--- src/rtl/cordic_pkg.sv ---
// Shared constants, arctangent table and FSM state type for the iterative CORDIC controller.
// Angles and coordinates are signed Q2.20.
package cordic_pkg;

    localparam int unsigned CORDIC_INT_WIDTH  = 2;
    localparam int unsigned CORDIC_FRAC_WIDTH = 20;
    localparam int unsigned CORDIC_DATA_WIDTH = CORDIC_INT_WIDTH + CORDIC_FRAC_WIDTH;
    localparam int unsigned CORDIC_CNT_WIDTH  = 4;
    localparam int unsigned CORDIC_ITERS      = 2 ** CORDIC_CNT_WIDTH;

    // 1/gain of the 16-step rotation, pre-applied to the starting x.
    localparam int K_INIT   = 636752;
    localparam int ATAN_SUM = 1827967;

    // round(atan(2^-k) * 2^20)
    localparam int ATAN [CORDIC_ITERS] = '{
        823550, 486170, 256879, 130396, 65451, 32757, 16383, 8192,
        4096,   2048,   1024,   512,    256,   128,   64,    32
    };

    typedef enum logic [1:0] {
        StIdle,
        StRun,
        StDrain,
        StDone
    } cordic_state_e;

endpackage

--- src/rtl/cordic_atan_rom.sv ---
// Combinational lookup of the per-iteration rotation angle atan(2^-k).
module cordic_atan_rom
    import cordic_pkg::*;
#(
    parameter int unsigned DATA_WIDTH = CORDIC_DATA_WIDTH,
    parameter int unsigned CNT_WIDTH  = CORDIC_CNT_WIDTH
) (
    input  logic        [CNT_WIDTH-1:0]  k_i,
    output logic signed [DATA_WIDTH-1:0] angle_o
);

    always_comb begin
        angle_o = DATA_WIDTH'(ATAN[k_i]);
    end

endmodule

--- src/rtl/cordic_iter_ctrl.sv ---
// Sequences 16 iterations of an external CORDIC stage, range-checks the target angle
// and captures cos/sin/achieved-angle once the last stage result is registered.
module cordic_iter_ctrl
    import cordic_pkg::*;
#(
    parameter int unsigned INTEGER_WIDTH        = CORDIC_INT_WIDTH,
    parameter int unsigned DECIMAL_WIDTH        = CORDIC_FRAC_WIDTH,
    parameter int unsigned DATA_WIDTH           = INTEGER_WIDTH + DECIMAL_WIDTH,
    parameter int unsigned CORDIC_COUNTER_WIDTH = CORDIC_CNT_WIDTH
) (
    input  logic                                   clk,
    input  logic                                   reset,
    input  logic                                   start,
    input  logic signed [DATA_WIDTH-1:0]           target_in,
    output logic                                   busy,
    output logic                                   done,
    output logic                                   err,
    output logic signed [DATA_WIDTH-1:0]           result_x,
    output logic signed [DATA_WIDTH-1:0]           result_y,
    output logic signed [DATA_WIDTH-1:0]           result_angle,
    output logic                                   stage_en,
    output logic signed [DATA_WIDTH-1:0]           stage_target,
    output logic        [CORDIC_COUNTER_WIDTH-1:0] stage_shift_value,
    output logic signed [DATA_WIDTH-1:0]           stage_shift_angle,
    output logic signed [DATA_WIDTH-1:0]           stage_angle,
    output logic signed [DATA_WIDTH-1:0]           stage_x,
    output logic signed [DATA_WIDTH-1:0]           stage_y,
    input  logic signed [DATA_WIDTH-1:0]           stage_new_angle,
    input  logic signed [DATA_WIDTH-1:0]           stage_new_x,
    input  logic signed [DATA_WIDTH-1:0]           stage_new_y
);

    localparam logic signed [DATA_WIDTH-1:0] KInitW    = DATA_WIDTH'(K_INIT);
    localparam logic signed [DATA_WIDTH-1:0] MaxAngleW = DATA_WIDTH'(ATAN_SUM);
    localparam logic signed [DATA_WIDTH-1:0] MinAngleW = -MaxAngleW;

    cordic_state_e                    state_q, state_d;
    logic [CORDIC_COUNTER_WIDTH-1:0]  k_q, k_d;
    logic signed [DATA_WIDTH-1:0]     target_q, target_d;
    logic signed [DATA_WIDTH-1:0]     res_x_q, res_x_d;
    logic signed [DATA_WIDTH-1:0]     res_y_q, res_y_d;
    logic signed [DATA_WIDTH-1:0]     res_a_q, res_a_d;
    logic                             err_q, err_d;
    logic                             in_range;
    logic signed [DATA_WIDTH-1:0]     rom_angle;

    assign in_range = (target_in <= MaxAngleW) && (target_in >= MinAngleW);

    cordic_atan_rom #(
        .DATA_WIDTH (DATA_WIDTH),
        .CNT_WIDTH  (CORDIC_COUNTER_WIDTH)
    ) u_atan_rom (
        .k_i     (k_q),
        .angle_o (rom_angle)
    );

    always_comb begin
        state_d  = state_q;
        k_d      = k_q;
        target_d = target_q;
        res_x_d  = res_x_q;
        res_y_d  = res_y_q;
        res_a_d  = res_a_q;
        err_d    = err_q;
        unique case (state_q)
            StIdle: begin
                if (start) begin
                    err_d = !in_range;
                    if (in_range) begin
                        target_d = target_in;
                        k_d      = '0;
                        state_d  = StRun;
                    end else begin
                        res_x_d = '0;
                        res_y_d = '0;
                        res_a_d = '0;
                        state_d = StDone;
                    end
                end
            end
            StRun: begin
                // Counter wraps to zero on the last iteration.
                k_d = k_q + CORDIC_COUNTER_WIDTH'(1);
                if (k_q == '1) begin
                    state_d = StDrain;
                end
            end
            StDrain: begin
                res_x_d = stage_new_x;
                res_y_d = stage_new_y;
                res_a_d = stage_new_angle;
                state_d = StDone;
            end
            StDone: begin
                state_d = StIdle;
            end
            default: begin
                state_d = StIdle;
            end
        endcase
    end

    always_ff @(posedge clk) begin
        if (reset) begin
            state_q  <= StIdle;
            k_q      <= '0;
            target_q <= '0;
            res_x_q  <= '0;
            res_y_q  <= '0;
            res_a_q  <= '0;
            err_q    <= 1'b0;
        end else begin
            state_q  <= state_d;
            k_q      <= k_d;
            target_q <= target_d;
            res_x_q  <= res_x_d;
            res_y_q  <= res_y_d;
            res_a_q  <= res_a_d;
            err_q    <= err_d;
        end
    end

    always_comb begin
        busy              = (state_q == StRun) || (state_q == StDrain);
        done              = (state_q == StDone);
        stage_en          = (state_q == StRun);
        stage_target      = '0;
        stage_shift_value = '0;
        stage_shift_angle = '0;
        stage_x           = '0;
        stage_y           = '0;
        stage_angle       = '0;
        if (state_q == StRun) begin
            stage_target      = target_q;
            stage_shift_value = k_q;
            stage_shift_angle = rom_angle;
            // First iteration seeds the stage; later ones feed back its registered result.
            if (k_q == '0) begin
                stage_x = KInitW;
            end else begin
                stage_x     = stage_new_x;
                stage_y     = stage_new_y;
                stage_angle = stage_new_angle;
            end
        end
    end

    assign err          = err_q;
    assign result_x     = res_x_q;
    assign result_y     = res_y_q;
    assign result_angle = res_a_q;

endmodule

--- config.mk ---
export PLATFORM = sky130hd
export DESIGN_NAME = cordic_iter_ctrl
export DESIGN_NICKNAME = d
export VERILOG_FILES = /design/src/rtl/cordic_pkg.sv /design/src/rtl/cordic_atan_rom.sv /design/src/rtl/cordic_iter_ctrl.sv
export SDC_FILE = /design/constraint.sdc
export NUM_CORES = 1
export LEC_CHECK = 0
export BUFFER_PORTS_ARGS = -buffer_cell sky130_fd_sc_hd__buf_4
export CORE_MARGIN = 2
export CORE_UTILIZATION = 39
export DETAILED_ROUTE_END_ITERATION = 10
export GPL_ROUTABILITY_DRIVEN = 0
export PLACE_DENSITY = 0.77
export SLEW_MARGIN = 20
export SYNTH_ARGS = -nofsm -noshare
export SYNTH_HDL_FRONTEND = slang
export SYNTH_SLANG_ARGS = --single-unit
--- constraint.sdc ---
create_clock -name clk -period 1.95 [get_ports clk]
set_input_delay 0.39 -clock clk [delete_from_list [all_inputs] [get_ports clk]]
set_output_delay 0.39 -clock clk [all_outputs]
set_load 0.01 [all_outputs]
# Yosys cells after proc, flatten, opt, wreduce, memory -nomap -nowiden
# Memories as Yosys holds them, arrays and structs flattened.
# Cells that the tools add are included.
dict set report word_totals {
  regBits 95
  mem_count 1
  romBits 512
}
dict set report classes {
  n_addsub 1
  reduce_logical 12
  magnitude_cmp 3
  bitwise_logic 1
  mux 23
  eq_ne 8
}
# memory depth width rd rd_clocked_by_memory_dff wr line_no
set mem_list {}
lappend mem_list {{(no name shown)} 16 32 1 0 0 cordic_atan_rom.sv:13} ;# angle_o = DATA_WIDTH'(ATAN[k_i]);
# operator n
set ops {}
lappend ops {{$mux 22} 12}
lappend ops {{$pmux 22 s2} 3}
lappend ops {{$ge 22x22->1 const B} 1}
lappend ops {{$le 22x22->1 const B} 1}
lappend ops {{$mux 4} 3}
lappend ops {{$reduce_and 3->1} 3}
lappend ops {{$pmux 2 s4} 1}
lappend ops {{$pmux 4 s2} 1}
lappend ops {{$mux 2} 3}
lappend ops {{$ne 2x2->1 const B} 3}
lappend ops {{$ge 5x5->1 const B} 1}
lappend ops {{$not 4->5} 1}
lappend ops {{$add 4x1->4 const B} 1}
lappend ops {{$eq 2x2->1 const B} 2}
lappend ops {{$eq 4x4->1 const B} 1}
lappend ops {{$logic_not 4->1} 1}
lappend ops {{$reduce_and 2->1} 2}
lappend ops {{$reduce_bool 2->1} 2}
lappend ops {{$eq 2x1->1 const B} 1}
lappend ops {{$logic_not 2->1} 1}
lappend ops {{$ne 2x1->1 const B} 1}
lappend ops {{$logic_and 1x1->1} 1}
lappend ops {{$logic_not 1->1} 1}
lappend ops {{$logic_or 1x1->1} 1}

# Logic depth before layout (Yosys ltp)
# Gate-level depths: netlist of run 1.
dict set report depth {
  depth_word 5
  depth_mapped 8
  depth_no_buf 7
}

# Modules after synthesis
# A second synthesis of run 1 with hierarchy kept.
dict set report unflattened {
  hier_cells 501
  hier_area_um2 4620.7
}
# mod area_per_inst_um2 cells_per_inst seq_area_each_um2 n_inst
set by_module_without_submodules {}
lappend by_module_without_submodules {cordic_iter_ctrl 4206.5 438 1901.8 1}
lappend by_module_without_submodules {cordic_atan_rom 414.1 63 0.0 1}

# Least setup slack after synthesis of run 1
# Ideal clock, no wire load.
dict set report synth_path {
  path_kind {input to register}
  startpoint {input target_in[14]}
  endpoint {register res_a_q[13], in the netlist result_angle[13]}
  path_buffers 2
  cell_stages 7
  t_arrival_ns 1.928
  setup_ns 0.117
  setup_slack_ns -0.095
  path_cell_list {or4_1 o21ai_2 nand3_2 o211a_1 buf_6 buf_6 a22o_1}
}
dict set report synth_between {
  elab_chain_cells 4
  word_cells_on_any_way 5
}
# item line_no
set synth_lines {}
lappend synth_lines {{start: declaration} cordic_iter_ctrl.sv:14} ;# input logic signed [DATA_WIDTH-1:0] target_in,
lappend synth_lines {{$le 22x22->1 / $ge 22x22->1 (equally long branches)} cordic_iter_ctrl.sv:47} ;# assign in_range = (target_in <= MaxAngleW) && (target_in >= MinAngleW);
lappend synth_lines {{$logic_and 1x1->1 *} cordic_iter_ctrl.sv:47}
lappend synth_lines {{$ne 2x2->1 (no line) *} -}
lappend synth_lines {{$reduce_and 3->1 (no line) *} -}
lappend synth_lines {{end signal: assignment} cordic_iter_ctrl.sv:118} ;# res_a_q <= res_a_d;
lappend synth_lines {{end: declaration} cordic_iter_ctrl.sv:42} ;# logic signed [DATA_WIDTH-1:0] res_a_q, res_a_d;
# Mark *: on every way between the ends. The rest lies on a longest branch, timed or not.
# A chain may end at the register's enable or synchronous reset.

# Final worst setup path of run 1
dict set report layout_path {
  startpoint {register state_q[1]}
  endpoint {output stage_shift_angle[6]}
}
dict set report layout_between {
  elab_chain_cells 2
}
# item line_no
set layout_lines {}
lappend layout_lines {{start: declaration} cordic_iter_ctrl.sv:37} ;# cordic_state_e state_q, state_d;
lappend layout_lines {{start signal: assignment} cordic_iter_ctrl.sv:105} ;# state_q <= StIdle;
lappend layout_lines {{start signal: assignment} cordic_iter_ctrl.sv:113} ;# state_q <= state_d;
lappend layout_lines {{$eq 2x1->1} cordic_iter_ctrl.sv:133} ;# if (state_q == StRun) begin
lappend layout_lines {{$mux 22} cordic_iter_ctrl.sv:133}
lappend layout_lines {{end: declaration} cordic_iter_ctrl.sv:24} ;# output logic signed [DATA_WIDTH-1:0] stage_shift_angle,
# Every way passes these cells.

==> results of run 1 <==
[power by group through the flow]
| stage | registers, uW | clock network, uW | logic [uW] |
|---|---|---|---|
| final | 2410 | 1780 | 5690 |
| after floorplan | 2470 | 0 | 1790 |
| after global routing | 2440 | 1880 | 5980 |
| after CTS | 2390 | 1800 | 4930 |
| after detailed placement | 2420 | 0 | 3880 |
| after global placement | 2410 | 0 | 3790 |
[synth_stat cells, drive strengths merged, types with 2 or more instances]
master,number
dfxtp,95
and2,80
a22o,68
a21oi,32
clkbuf,27
o21ai,27
nand3,24
nor2,19
buf,16
ha,12
a21o,10
nand2,10
inv,9
nor3,8
a31oi,6
and3,5
a211oi,4
nand4,4
a31o,3
nor2b,3
a2bb2oi,2
mux2i,2
nor4,2
or3,2
or4,2
[metrics by stage]
| step | TNS [ns] | setup WS, ns | hold slack, ns | std cells |
|---|---|---|---|---|
| after floorplan | -3.25 | -0.0720 | 0.449 | 488 |
| after global placement | -15.03 | -0.232 | 0.457 | 906 |
| after detailed placement | -17.35 | -0.278 | 0.456 | 906 |
| after CTS | -10.12 | -0.169 | 0.260 | 944 |
| after global routing | -15.28 | -0.266 | 0.258 | 952 |
| final | -10.03 | -0.178 | 0.272 | 952 |
[layer usage]
metal  up-vias  track usage (%)  wire (microns)
li1       2394                -               -
met1      2637             31.7            7250
met5         -                0               0
met4         0             8.00             459
met2       256             50.4           10100
met3        47             7.55            1410
[registers in the layout (all words and copies together) (netlist names)]
register      cells
result_y         22
result_x         22
k_q               4
result_angle     22
target_q         22
state_q           2
err               1
[timing repair]
| item | CTS | global route |
|---|---|---|
| buffers inserted | 21 | 4 |
| endpoints found under the setup margin | 100 | 173 |
| pin swaps | 43 | 28 |
| gates cloned | 6 | 5 |
| resized for setup | 157 | 80 |
[final cells by class]
cell class                 instances  area share (%)
inverter                           9           0.426
clock inverter                     6           0.823
tap                              140            2.06
sequential                        95            22.4
timing repair buffer             352            39.3
multi-input combinational        341            32.4
clock buffer                       9            2.64
[logic make-up (layout without fill, tap and decap cells)]
family,Yosys count,after routing,share of synthesized area [%]
other cells,1,2,0.0844
flops,95,95,42.8
simple gates,164,164,21.1
compound gates,160,160,26.1
mux,3,3,0.704
buf+inv,52,376,5.86
fa+ha+maj,12,12,3.38
[worst max-delay path, delay by kind of cell, from the launching register on]
| family | cells | cell delay, ns |
|---|---|---|
| buffers and inverters | 5 | 0.44 |
| AOI/OAI and AO/OA | 3 | 0.36 |
| DFF | 1 | 0.33 |
| adders and majority gates | 1 | 0.15 |
| and+or+nand+nor | 1 | 0.11 |
[worst paths after layout]
kind / slack [ns] / from / end
setup / recovery: -0.18 / state_q[1] / stage_shift_angle[6]
hold reg to reg: 0.48 / result_x[17] / result_x[17]
setup reg to reg: 0.03 / state_q[1] / result_x[1]
hold / removal: 0.27 / stage_new_x[15] / result_x[15]
==> insert_results.sql, run 1 <==
INSERT INTO impl_metrics (metric_group, metric, value, unit) VALUES
('run', 'drv_cap', '0', ''),
('yosys', 'share_of_async_settable_or_async_resettable_flops_after_synthesis', '0', '%'),
('detailed_routing', 'antenna_violating_nets_post_route', '0', ''),
('yosys', 'synth_enable_flop_cells', '0', ''),
('setup_path', 'worstPathCellList', 'inv_2 > ha_4 > inv_4 > buf_6 > nor2_4 > buf_6 > o21ai_4 > a21oi_2 > a31o_2 > buf_6', ''),
('yosys', 'syn_avg_cell_area', '9.12', 'sq um'),
('place', 'detailed_place_hpwl', '11.9', 'mm'),
('die', 'design.die.area', '12300', 'sq um'),
('detailed_routing', 'number_of_design_rule_violations_left_after_detail_routing', '0', ''),
('clock_tree', 'cts_root_buffer', 'sky130_fd_sc_hd__clkbuf_16', ''),
('setup_path', 'cp-end-kind', 'output port', ''),
('sta', 'setup_repair_after_global_routing_missed_its_margin', 'yes', ''),
('layout', 'top_library_cells_by_usage_in_the_layout_fill_and_taps_aside', 'sky130_fd_sc_hd__buf_4, sky130_fd_sc_hd__dfxtp_1, sky130_fd_sc_hd__buf_6', ''),
('power_and_ir_drop', 'internal_power', '6300', 'uW'),
('die', 'floorplan.die.height', '111', 'microns'),
('yosys', 'synthesized_instance_count', '487', ''),
('sta', 'final.min_clock_period', '2.13', 'ns'),
('setup_path', 'critPathKind', 'register to output port', ''),
('layout', 'sequential_cell_area', '1910', 'sq um'),
('clock_tree', 'clk_pin_slew_worst_paths', '0.07', 'ns'),
('clock_tree', 'cts_buffer_depth', '2', ''),
('power_and_ir_drop', 'power_switching_share', '36.2', '%'),
('yosys', 'netlist.area_leader.share', '42.8', '%'),
('status', 'failed_checks', 'setup timing', ''),
('global_route', 'first_pass_grt_wire_length', '27.8', 'mm'),
('min_path', 'hold_path_class', 'input pin to register', ''),
('detailed_routing', 'firstDrtPassIters', '5', ''),
('power_and_ir_drop', 'power_frac_comb', '57.6', '%'),
('detailed_routing', 'vias_per_cell', '5.60', ''),
('setup_path', 'worst_path_max_delay_cell', 'sky130_fd_sc_hd__dfxtp_2', ''),
('power_and_ir_drop', 'netSwitchingPower', '3580', 'uW'),
('yosys', 'netlist.top_cell.by_area', 'sky130_fd_sc_hd__dfxtp_1', ''),
('sta', 'fin_skew', '0.0101', 'ns'),
('place', 'detailed_place.area', '6960', 'sq um'),
('setup_path', 'cp_slowest_stage_delay', '0.33', 'ns'),
('die', 'area_inside_the_core_boundary', '11000', 'sq um'),
('die', 'rows', '38', ''),
('power_and_ir_drop', 'power.share.clock', '18.0', '%'),
('setup_path', 'cp_data_arrival_time', '1.74', 'ns'),
('power_and_ir_drop', 'sequentialPowerShare', '24.4', '%'),
('layout', 'postLayoutCoreUtil', '77.5', '%'),
('die', 'num_io_pins', '275', ''),
('yosys', 'synth_warnings', '0', ''),
('sta', 'postLayoutSetupSlackWorst', '-0.178', 'ns'),
('layout', 'fill_cells', '706', ''),
('layout', 'area_of_the_multi_input_gates', '2760', 'sq um'),
('sta', 'finalCritPeriodShare', '109', '%'),
('power_and_ir_drop', 'power-per-cell-area', '1160', 'nW/um^2'),
('clock_tree', 'htree_levels', '3', ''),
('setup_path', 'worst_ep_required_time', '1.56', 'ns'),
('yosys', 'seq_area_frac_synth', '42.8', '%'),
('layout', 'num-nets-final', '911', ''),
('layout', 'drive_above_1_share', '59.7', '%'),
('layout', 'areaGrowthSynthToFinish', '91.7', '%'),
('min_path', 'worstHoldPathCells', '2', ''),
('sta', 'slew_violations', '0', ''),
('clock_tree', 'cts.hold.buffers_added', '0', ''),
('die', 'die-width', '111', 'microns'),
('status', 'outcome', 'complete, but fails checks', ''),
('sta', 'hold_viol', '0', ''),
('yosys', 'synth.lib_cells_used.distinct', '46', ''),
('sta', 'finalSetupViolCount', '83', ''),
('clock_tree', 'clk-insertion-delay-late', '0.34', 'ns'),
('layout', 'antenna_cells', '0', ''),
('global_route', 'globalRouteTotalUtil', '27.7', '%'),
('setup_path', 'crit_top_cell', 'sky130_fd_sc_hd__buf_6', ''),
('yosys', 'yosys_most_used_dff', 'sky130_fd_sc_hd__dfxtp_1', ''),
('power_and_ir_drop', 'leakage', '0.00397', 'uW'),
('detailed_routing', 'route.vias.total', '5334', ''),
('setup_path', 'timing.reg2reg.worst_path_depth', '8', ''),
('power_and_ir_drop', 'ir_worst_vdd', '0.683', 'mV');
No activity file was read; power rests on OpenSTA's default activity.
==> inputs of run 2 (changes only) <==
==> constraint.sdc (replaced) <==
create_clock -name clk -period 1.95 [get_ports clk]
set_input_delay 0.195 -clock clk [delete_from_list [all_inputs] [get_ports clk]]
set_output_delay 0.195 -clock clk [all_outputs]
set_load 0.01 [all_outputs]
==> run 2 against run 1 <==
Against the previous run:
- the run now ends clean
- clock-buffer cell count increased by 3
- first-iteration DRC count is 29% lower
- die area unchanged
- cell count down 4.1%
- via count is 7.6% lower
- clock power down 11%
- sequential power barely moved
==> insert_results.sql, run 2 (synthesis gave the netlist of run 1 again) <==
INSERT INTO impl_metrics (metric_group, metric, value, unit) VALUES
('setup_path', 'cp_max_fo', '4', ''),
('clock_tree', 'clk-insertion-delay-late', '0.34', 'ns'),
('setup_path', 'worstPathCellList', 'buf_6 > ha_4 > inv_4 > nor2_1 > buf_4 > o21ai_2 > a21oi_2 > a31o_2 > buf_4', ''),
('global_route', 'first_pass_grt_wire_length', '24.6', 'mm'),
('setup_path', 'critPathKind', 'register to output port', ''),
('setup_path', 'cp_slowest_stage_delay', '0.33', 'ns'),
('setup_path', 'cp_top_family', 'buffers and inverters', ''),
('setup_path', 'crit_path_buf_inv_count', '4', ''),
('power_and_ir_drop', 'power_frac_comb', '51.4', '%'),
('clock_tree', 'cts_inserted_buffers', '9', ''),
('sta', 'fin_hold_ws', '0.0746', 'ns'),
('power_and_ir_drop', 'internal_power', '5200', 'uW'),
('clock_tree', 'cts_buffer_depth', '2', ''),
('sta', 'finalSetupViolCount', '0', ''),
('global_route', 'gr-total-overflow', '0', ''),
('die', 'rows', '38', ''),
('clock_tree', 'clk_pin_slew_worst_paths', '0.06', 'ns'),
('detailed_routing', 'antenna_violating_nets_post_route', '0', ''),
('setup_path', 'crit_top_cell', 'sky130_fd_sc_hd__buf_4', ''),
('setup_path', 'worst-r2r-setup-slack', '0.05', 'ns'),
('setup_path', 'reg2reg_launch_point', 'state_q[0]', ''),
('detailed_routing', 'number_of_design_rule_violations_left_after_detail_routing', '0', ''),
('setup_path', 'rr_endpoint', 'result_angle[15]', ''),
('layout', 'areaGrowthSynthToFinish', '67.8', '%'),
('layout', 'top_library_cells_by_usage_in_the_layout_fill_and_taps_aside', 'sky130_fd_sc_hd__buf_4, sky130_fd_sc_hd__dfxtp_1, sky130_fd_sc_hd__a22o_1', ''),
('power_and_ir_drop', 'power-per-cell-area', '1100', 'nW/um^2'),
('die', 'area_inside_the_core_boundary', '11000', 'sq um'),
('power_and_ir_drop', 'leakage', '0.00357', 'uW'),
('die', 'floorplan.die.height', '111', 'microns'),
('layout', 'fill_cells', '838', ''),
('detailed_routing', 'vias_per_cell', '5.40', ''),
('sta', 'totalNegativeSetupSlack', '0', 'ns'),
('setup_path', 'worst_ep_required_time', '1.75', 'ns'),
('detailed_routing', 'routed_wirelength', '17.1', 'mm'),
('global_route', 'pin_count_of_the_biggest_net_entering_global_routing', '45', ''),
('setup_path', 'cp_data_arrival_time', '1.72', 'ns'),
('layout', 'most_common_cell_after_layout_fill_and_taps_aside', 'sky130_fd_sc_hd__buf_4', ''),
('clock_tree', 'clock_sink_total', '95', ''),
('detailed_routing', 'wl_per_cell', '18.7', 'microns'),
('layout', 'drive_above_1_share', '49.3', '%'),
('sta', 'max_freq', '521', 'MHz'),
('global_route', 'globalRouteTotalUtil', '24.7', '%'),
('clock_tree', 'cts_root_buffer', 'sky130_fd_sc_hd__clkbuf_16', ''),
('die', 'die-width', '111', 'microns'),
('sta', 'hold_viol', '0', ''),
('sta', 'slew-limit-headroom', '66.6', '%'),
('status', 'outcome', 'completed', ''),
('layout', 'antenna_cells', '0', ''),
('place', 'portBuffers', '272', ''),
('die', 'design.die.area', '12300', 'sq um'),
('place', 'post-place-ws', '-0.0718', 'ns'),
('sta', 'finalCritPeriodShare', '98.4', '%'),
('sta', 'setup_repair_after_global_routing_missed_its_margin', 'yes', ''),
('clock_tree', 'cts_tree', 'done', ''),
('min_path', 'worstHoldPathCells', '2', ''),
('power_and_ir_drop', 'sequentialPowerShare', '29.2', '%'),
('clock_tree', 'cts.hold.buffers_added', '0', ''),
('sta', 'tightestPinTransition', '0.500', 'ns'),
('die', 'num_io_pins', '275', ''),
('layout', 'num-nets-final', '872', ''),
('sta', 'fin_skew', '0.00528', 'ns'),
('layout', 'postLayoutCoreUtil', '67.9', '%'),
('min_path', 'hold_end', 'result_y[8]', ''),
('sta', 'final.min_clock_period', '1.92', 'ns'),
('setup_path', 'worst_path_max_delay_cell', 'sky130_fd_sc_hd__dfxtp_2', ''),
('place', 'detailed_place_hpwl', '11.7', 'mm'),
('place', 'detailed_place.area', '6770', 'sq um'),
('detailed_routing', 'route.vias.total', '4926', ''),
('sta', 'slew_violations', '0', ''),
('setup_path', 'cp-end-kind', 'output port', ''),
('min_path', 'worstHoldStart', 'stage_new_y[8]', ''),
('min_path', 'hold_path_class', 'input pin to register', ''),
('power_and_ir_drop', 'power.share.clock', '19.3', '%'),
('power_and_ir_drop', 'power_switching_share', '36.5', '%'),
('sta', 'postLayoutSetupSlackWorst', '0.0312', 'ns'),
('power_and_ir_drop', 'ir_worst_vdd', '0.718', 'mV'),
('global_route', 'antenna_found_initial', '0', ''),
('setup_path', 'timing.reg2reg.worst_path_depth', '7', ''),
('power_and_ir_drop', 'netSwitchingPower', '2990', 'uW'),
('setup_path', 'setup.worst_path.start_class', 'register', ''),
('detailed_routing', 'firstDrtPassIters', '4', ''),
('detailed_routing', 'drt-initial-drc-count', '338', ''),
('layout', 'fin_area', '7450', 'sq um'),
('run', 'drv_cap', '0', ''),
('global_route', 'first_global_vias', '4585', ''),
('die', 'initial_core_util', '40.4', '%'),
('clock_tree', 'htree_levels', '3', '');
-- run 2: changes by cell type in the layout (fill, tap and decap cells not counted), moves of 4 or more --
cell | before | now
sky130_fd_sc_hd__buf_4 | 242 | 277
sky130_fd_sc_hd__buf_16 | 6 | 1
sky130_fd_sc_hd__a21oi_1 | 25 | 29
sky130_fd_sc_hd__and2_1 | 27 | 57
sky130_fd_sc_hd__inv_1 | 1 | 5
sky130_fd_sc_hd__buf_12 | 13 | 7
sky130_fd_sc_hd__nor2_4 | 4 | 0
sky130_fd_sc_hd__buf_6 | 84 | 23
sky130_fd_sc_hd__inv_2 | 7 | 2
sky130_fd_sc_hd__nor2_1 | 13 | 19
sky130_fd_sc_hd__and2_4 | 53 | 23
-- run 2: final cells by class --
| cell class | count | area (sq um) | share of cell area, % |
|---|---|---|---|
| clock inverter | 3 | 21.3 | 0.285 |
| sequential | 95 | 1910 | 25.6 |
| tap | 140 | 175 | 2.35 |
| clock buffer | 12 | 236 | 3.17 |
| timing repair buffer | 313 | 2620 | 35.2 |
| multi-input combinational | 341 | 2450 | 32.9 |
| inverter | 9 | 38.8 | 0.520 |
-- run 2: routing by layer --
layer,up-vias,global-route usage (%),wire (microns)
li1,2323,-,-
met1,2334,28.9,6650
met2,239,43.4,8840
met3,30,6.67,1210
met4,0,8.75,355
met5,-,0,0
-- run 2: through the flow --
stage          total power [uW]  std cells
4_1_cts                    7920        906
2_1_floorplan              4260        488
5_1_grt                    8600        913
6_report                   8190        913
3_5_place_dp               6120        888
3_3_place_gp               6040        888
-- run 2: worst max-delay path by stage --
stage	startpoint	endpoint	cells past startpoint
3_3_place_gp	target_in[14]	result_y[4]	8
3_5_place_dp	target_in[14]	result_x[7]	8
5_1_grt	state_q[0]	stage_y[8]	8
6_report	state_q[0]	stage_shift_angle[6]	9
4_1_cts	state_q[0]	stage_angle[21]	8
2_1_floorplan	state_q[0]	result_angle[13]	8
-- run 2: what timing repair did --
| action | 4_1_cts | 5_1_grt |
|---|---|---|
| pin swaps | 1 | 21 |
| cloned | 1 | 5 |
| buffers inserted | 2 | 2 |
| hold endpoints to repair | 0 | 0 |
| endpoints found under the setup margin | 75 | 82 |
| gates resized for setup | 23 | 56 |
-- run 2: power groups by stage --
stage | combinational, uW | sequential [uW] | clock (uW)
2_1_floorplan | 1790 | 2470 | 0
3_3_place_gp | 3640 | 2400 | 0
3_5_place_dp | 3720 | 2410 | 0
4_1_cts | 3930 | 2380 | 1610
5_1_grt | 4480 | 2420 | 1700
6_report | 4210 | 2390 | 1580
